--- src/rtl/local_store_arbiter.sv ---
// local_store_arbiter
//   Arbitrates a single-ported quadword data memory between the load/store unit (LSU) and a
//   DMA engine. At most one requester is granted per cycle; LSU wins by default. A granted
//   in-range access is forwarded to the memory in the same cycle. Read data and error pulses
//   come back one cycle later and are steered to whoever was granted.
//
//   Optional feature macro: LS_ARB_STARVE_EN
//     Defined   - a DMA wait counter forces a DMA grant once DMA has waited STARVE_MAX cycles.
//     Undefined - strict LSU priority, no counter.
//
// Ports
//   clk, reset                  single clock, synchronous active-high reset
//   lsu_* / dma_* inputs        req, we (1 = write), byte addr, wdata; held until gnt
//   lsu_gnt / dma_gnt           combinational accept
//   lsu_rvalid / dma_rvalid     registered read-data valid (T+1 after grant)
//   lsu_rdata / dma_rdata       read data, zero whenever rvalid is low
//   lsu_err / dma_err           registered out-of-range pulse (T+1 after grant)
//   mem_address .. mem_memRead  memory command, all zero on idle cycles
//   mem_readData                memory read result, valid one cycle after mem_memRead
module local_store_arbiter #(
  parameter int unsigned DATA_W     = 128,
  parameter int unsigned ADDR_W     = 32,
  parameter int unsigned MEM_DEPTH  = 2001,
  parameter int unsigned STARVE_MAX = 8
) (
  input  logic              clk,
  input  logic              reset,
  input  logic              lsu_req,
  input  logic              lsu_we,
  input  logic [ADDR_W-1:0] lsu_addr,
  input  logic [DATA_W-1:0] lsu_wdata,
  input  logic              dma_req,
  input  logic              dma_we,
  input  logic [ADDR_W-1:0] dma_addr,
  input  logic [DATA_W-1:0] dma_wdata,
  output logic              lsu_gnt,
  output logic              dma_gnt,
  output logic              lsu_rvalid,
  output logic              dma_rvalid,
  output logic [DATA_W-1:0] lsu_rdata,
  output logic [DATA_W-1:0] dma_rdata,
  output logic              lsu_err,
  output logic              dma_err,
  output logic [ADDR_W-1:0] mem_address,
  output logic [DATA_W-1:0] mem_writeData,
  output logic              mem_memWrite,
  output logic              mem_memRead,
  input  logic [DATA_W-1:0] mem_readData
);

  localparam logic [ADDR_W-1:0] DepthA = ADDR_W'(MEM_DEPTH);

  typedef enum logic [1:0] {
    OwnNone = 2'd0,
    OwnLsu  = 2'd1,
    OwnDma  = 2'd2
  } owner_e;

  owner_e owner_q, owner_d;
  logic   rvalid_q, rvalid_d;
  logic   err_q, err_d;
  logic   rd_mem_q, rd_mem_d;   // last read really went to memory (else rdata is zero)

  logic              starve_hit;
  logic              any_gnt;
  logic              sel_we;
  logic              sel_in;
  logic [ADDR_W-1:0] sel_addr;
  logic [DATA_W-1:0] sel_wdata;

`ifdef LS_ARB_STARVE_EN
  localparam int unsigned CntW = $clog2(STARVE_MAX + 1);

  logic [CntW-1:0] starve_q, starve_d;

  // Counts consecutive cycles DMA is requesting but not granted.
  always_comb begin
    starve_d = '0;
    if (dma_req && !dma_gnt) begin
      starve_d = starve_q + 1'b1;
    end
  end

  always_ff @(posedge clk) begin
    if (reset) begin
      starve_q <= '0;
    end else begin
      starve_q <= starve_d;
    end
  end

  assign starve_hit = (starve_q == CntW'(STARVE_MAX));
`else
  logic unused_starve_max;
  assign unused_starve_max = |STARVE_MAX;
  assign starve_hit        = 1'b0;
`endif

  // Grant decision: nothing is accepted while in reset.
  always_comb begin
    lsu_gnt = 1'b0;
    dma_gnt = 1'b0;
    if (!reset) begin
      if (dma_req && starve_hit) begin
        dma_gnt = 1'b1;
      end else if (lsu_req) begin
        lsu_gnt = 1'b1;
      end else if (dma_req) begin
        dma_gnt = 1'b1;
      end
    end
  end

  assign any_gnt   = lsu_gnt | dma_gnt;
  assign sel_we    = lsu_gnt ? lsu_we    : dma_we;
  assign sel_addr  = lsu_gnt ? lsu_addr  : dma_addr;
  assign sel_wdata = lsu_gnt ? lsu_wdata : dma_wdata;
  assign sel_in    = (sel_addr >> 4) < DepthA;

  // Memory command: only in-range grants reach the memory.
  always_comb begin
    mem_address   = '0;
    mem_writeData = '0;
    mem_memWrite  = 1'b0;
    mem_memRead   = 1'b0;
    if (any_gnt && sel_in) begin
      mem_address   = sel_addr;
      mem_writeData = sel_wdata;
      mem_memWrite  = sel_we;
      mem_memRead   = !sel_we;
    end
  end

  always_comb begin
    owner_d  = OwnNone;
    if (lsu_gnt) begin
      owner_d = OwnLsu;
    end else if (dma_gnt) begin
      owner_d = OwnDma;
    end
    rvalid_d = any_gnt && !sel_we;
    err_d    = any_gnt && !sel_in;
    rd_mem_d = any_gnt && !sel_we && sel_in;
  end

  always_ff @(posedge clk) begin
    if (reset) begin
      owner_q  <= OwnNone;
      rvalid_q <= 1'b0;
      err_q    <= 1'b0;
      rd_mem_q <= 1'b0;
    end else begin
      owner_q  <= owner_d;
      rvalid_q <= rvalid_d;
      err_q    <= err_d;
      rd_mem_q <= rd_mem_d;
    end
  end

  // Responses are masked while reset is high so a read in flight when reset arrives never
  // surfaces, whichever edge reset is first sampled on.
  always_comb begin
    lsu_rvalid = !reset && rvalid_q && (owner_q == OwnLsu);
    dma_rvalid = !reset && rvalid_q && (owner_q == OwnDma);
    lsu_err    = !reset && err_q && (owner_q == OwnLsu);
    dma_err    = !reset && err_q && (owner_q == OwnDma);
    lsu_rdata  = '0;
    dma_rdata  = '0;
    if (lsu_rvalid && rd_mem_q) begin
      lsu_rdata = mem_readData;
    end
    if (dma_rvalid && rd_mem_q) begin
      dma_rdata = mem_readData;
    end
  end

endmodule

--- config.mk ---
export PLATFORM = sky130hd
export DESIGN_NAME = local_store_arbiter
export DESIGN_NICKNAME = d
export VERILOG_FILES = /design/src/rtl/local_store_arbiter.sv
export SDC_FILE = /design/constraint.sdc
export NUM_CORES = 1
export LEC_CHECK = 0
export ABC_CLOCK_PERIOD_IN_PS = 1900
export BUFFER_PORTS_ARGS = -buffer_cell sky130_fd_sc_hd__buf_2
export CAP_MARGIN = 20
export CORE_AREA = 2 2 337 339
export DETAILED_ROUTE_END_ITERATION = 8
export DIE_AREA = 0 0 339 341
export REMOVE_ABC_BUFFERS = 1
export SLEW_MARGIN = 25
export SYNTH_ARGS = -nofsm -noshare
export SYNTH_HDL_FRONTEND = slang
export SYNTH_SLANG_ARGS = --single-unit
--- constraint.sdc ---
create_clock -name clk -period 1.9 [get_ports clk]
set_input_delay 0.095 -clock clk [delete_from_list [all_inputs] [get_ports clk]]
set_output_delay 0.095 -clock clk [all_outputs]
set_load 0.005 [all_outputs]
==> results_dict.tcl <==
set metrics [dict create \
    fin_crit_sh_pct 120 \
    layout_setup_ws_ps -388 \
    worstMarginPinSlew_ps 568 \
    path_buf_inv 5 \
    min_period_ps 2290 \
    yosysMostFrequentCell "nand2_1" \
    max_stage_delay_ps 400 \
    cts-root-buf "clkbuf_16" \
    grt_use_total_pct 14.5 \
    design_area_um2 15100 \
    clk_path_buf_depth 2 \
    drc_errors 0 \
    grt_pass1_vias 9948 \
    cp-start-kind "input pin" \
    start_util_pct 5.24 \
    synthesis.area_um2 5870 \
    wl_per_cell_um 27.9 \
    cp_max_fo 13 \
    drtIter0Drc 631 \
    crit_slowest_cell "o32a_4" \
    ys_warn_count 0 \
    vdd_drop_max_mv 0.263 \
    synth_top_area_share_pct 35.1 \
    async_reset_ff_share_pct 0 \
    synth_edf_count 0 \
    synth-seq-cells 5 \
    finalPower_uw 1860 \
    ant_nets 0 \
    drive_gt1_share_pct 65.9 \
    powerDensity_nw_per_um2 123 \
    die_w_um 339 \
    areaGrowthSynthToFinish_pct 157 \
    min_path_type "in2reg" \
    wl_um 91100 \
    path_class "in2out" \
    clk_pin_slew_worst_paths_ps 30 \
    path_delay_family "buffers and inverters" \
    cp-end-kind "output port" \
    fmax_mhz 437 \
    violations "negative setup slack" \
    drv_cap 0 \
    die_area_um2 116000 \
    yosys_most_used_dff "dfxtp_1" \
    yosys.cell_types.count 29 \
    worstPathCellList "buf_6 -> nand2b_4 -> mux2_4 -> o32a_4 -> buf_12 -> buf_16 -> clkbuf_16 -> a2111oi_4 -> buf_2" \
    gp_congestion 0.920 \
    arrival_ps 2190 \
    antenna_found_initial 107 \
    yosysSeqAreaShare_pct 1.71 \
    cts_tree "built" \
    io_pins 878 \
    layout.nets 2191 \
    grt_max_degree 61 \
    syn_inst 866 \
    slew_violations 0 \
    setup_viol_count_final 145 \
    grt_first_pass_wirelength_um 110000 \
    finalHoldViolations 0 \
    via_count 10810 \
    rsz0062_at_grt "true" \
    avgSynthCellArea_um2 6.77 \
    coreArea_um2 112000 \
    yosysTopAreaCell "a2111oi_2" \
    overflow 0 \
    viasPerCell 3.31 \
    io_buffers 860 \
    synthTopCellsByCount "nand2_1 (286), and2_1 (256), a2111oi_2 (137)" \
    slew_headroom_pct 62.2 \
    synth_area_leaders "a2111oi_2 (35%), and2_1 (27%), nand2_1 (18%), clkbuf_1 (5.4%), buf_6 (2.7%)" \
    hold_slack_ps 170 \
    htree_levels 1 \
    leakage_uw 0.00656 \
    place_area_um2 12300 \
    crit_required_ps 1800 \
    hpwl_um 80600 \
    drt_first_pass_iters 4 \
    clock_sinks 5 \
    cts_buffers 3 \
    outcome "complete, but fails checks" \
    fp-row-count 123 \
    fp.dieH_um 341 \
]
-- registers in the layout, summed over array words and instances (netlist names) --
register and flops:
err_q 1, owner_q 2, rvalid_q 1, rd_mem_q 1
-- through the flow --
| step | setup slack [ps] | setup TNS, ps | utilization, % | instances |
|---|---|---|---|---|
| finish | -388 | -36110 | 13.5 | 3263 |
| global route | -445 | -45700 | 13.5 | 3248 |
| global placement | -771 | -54380 | 11.0 | 3191 |
| CTS | -398 | -39440 | 12.1 | 3208 |
| floorplan | -8890 | -1655680 | - | 757 |
| detailed placement | -735 | -57160 | 11.0 | 3191 |
-- final cells by class --
class / count / area, µm²
diodes: 27 / 67.6
clock buffers: 4 / 78.8
fillers: 12905 / 96800
inverters: 4 / 20.0
multi-input cells: 749 / 6910
flip-flops and latches: 5 / 100
well taps: 1500 / 1880
repair buffers: 974 / 6040
-- kinds of logic (layout without fill, tap and decap cells) --
group	Yosys count	count (layout)	share of synthesized area (%)
AO/OA/AOI/OAI	148	149	36.9
flip-flops	5	5	1.71
AND/OR/NAND/NOR	582	582	49.8
multiplexers	1	1	0.256
other	1	44	0.0639
buffers and inverters	129	982	11.3
-- final timing paths --
| check | startpoint | to | slack (ps) | cells past startpoint |
|---|---|---|---|---|
| hold / removal | reset | owner_q[1] | 170 | 3 |
| setup / recovery | reset | mem_writeData[53] | -390 | 9 |
-- power breakdown --
| group | switching, µW | internal (µW) |
|---|---|---|
| sequential | 1.53 | 110 |
| combinational | 884 | 524 |
| clock | 64.4 | 278 |
-- layout by cell type (no fill, tap or decap), types with 3 or more instances in the layout --
| master | netlist | routed |
|---|---|---|
| buf_2 | 7 | 797 |
| nand2_1 | 286 | 286 |
| and2_1 | 256 | 256 |
| a2111oi_4 | 0 | 122 |
| buf_4 | 18 | 97 |
| buf_6 | 14 | 36 |
| diode_2 | 0 | 27 |
| buf_12 | 0 | 26 |
| a2111oi_2 | 137 | 21 |
| conb_1 | 1 | 17 |
| clkbuf_16 | 0 | 8 |
| buf_8 | 0 | 7 |
| nor2_1 | 8 | 6 |
| nor4_2 | 0 | 5 |
| nand2b_1 | 6 | 5 |
| buf_16 | 0 | 5 |
| dfxtp_1 | 5 | 5 |
| nand4_1 | 4 | 4 |
| nor3b_1 | 4 | 3 |
| nor4_4 | 0 | 3 |
| inv_1 | 3 | 3 |
-- routing by layer --
layer,track usage [%],up-vias,part of all wire (%)
met3,7.32,184,12
met5,0,-,0.52
li1,-,4732,-
met2,24.3,734,47
met1,17.2,5084,39
met4,1.42,76,1.9
-- repair_timing --
action                                  CTS  global route
pin swaps                                21            29
endpoints found under the setup margin  145           145
hold buffers                              0             0
cloned                                    4             7
setup buffers                             9            21
resized for setup                       154           142
No activity file was read; power rests on OpenSTA's default activity.
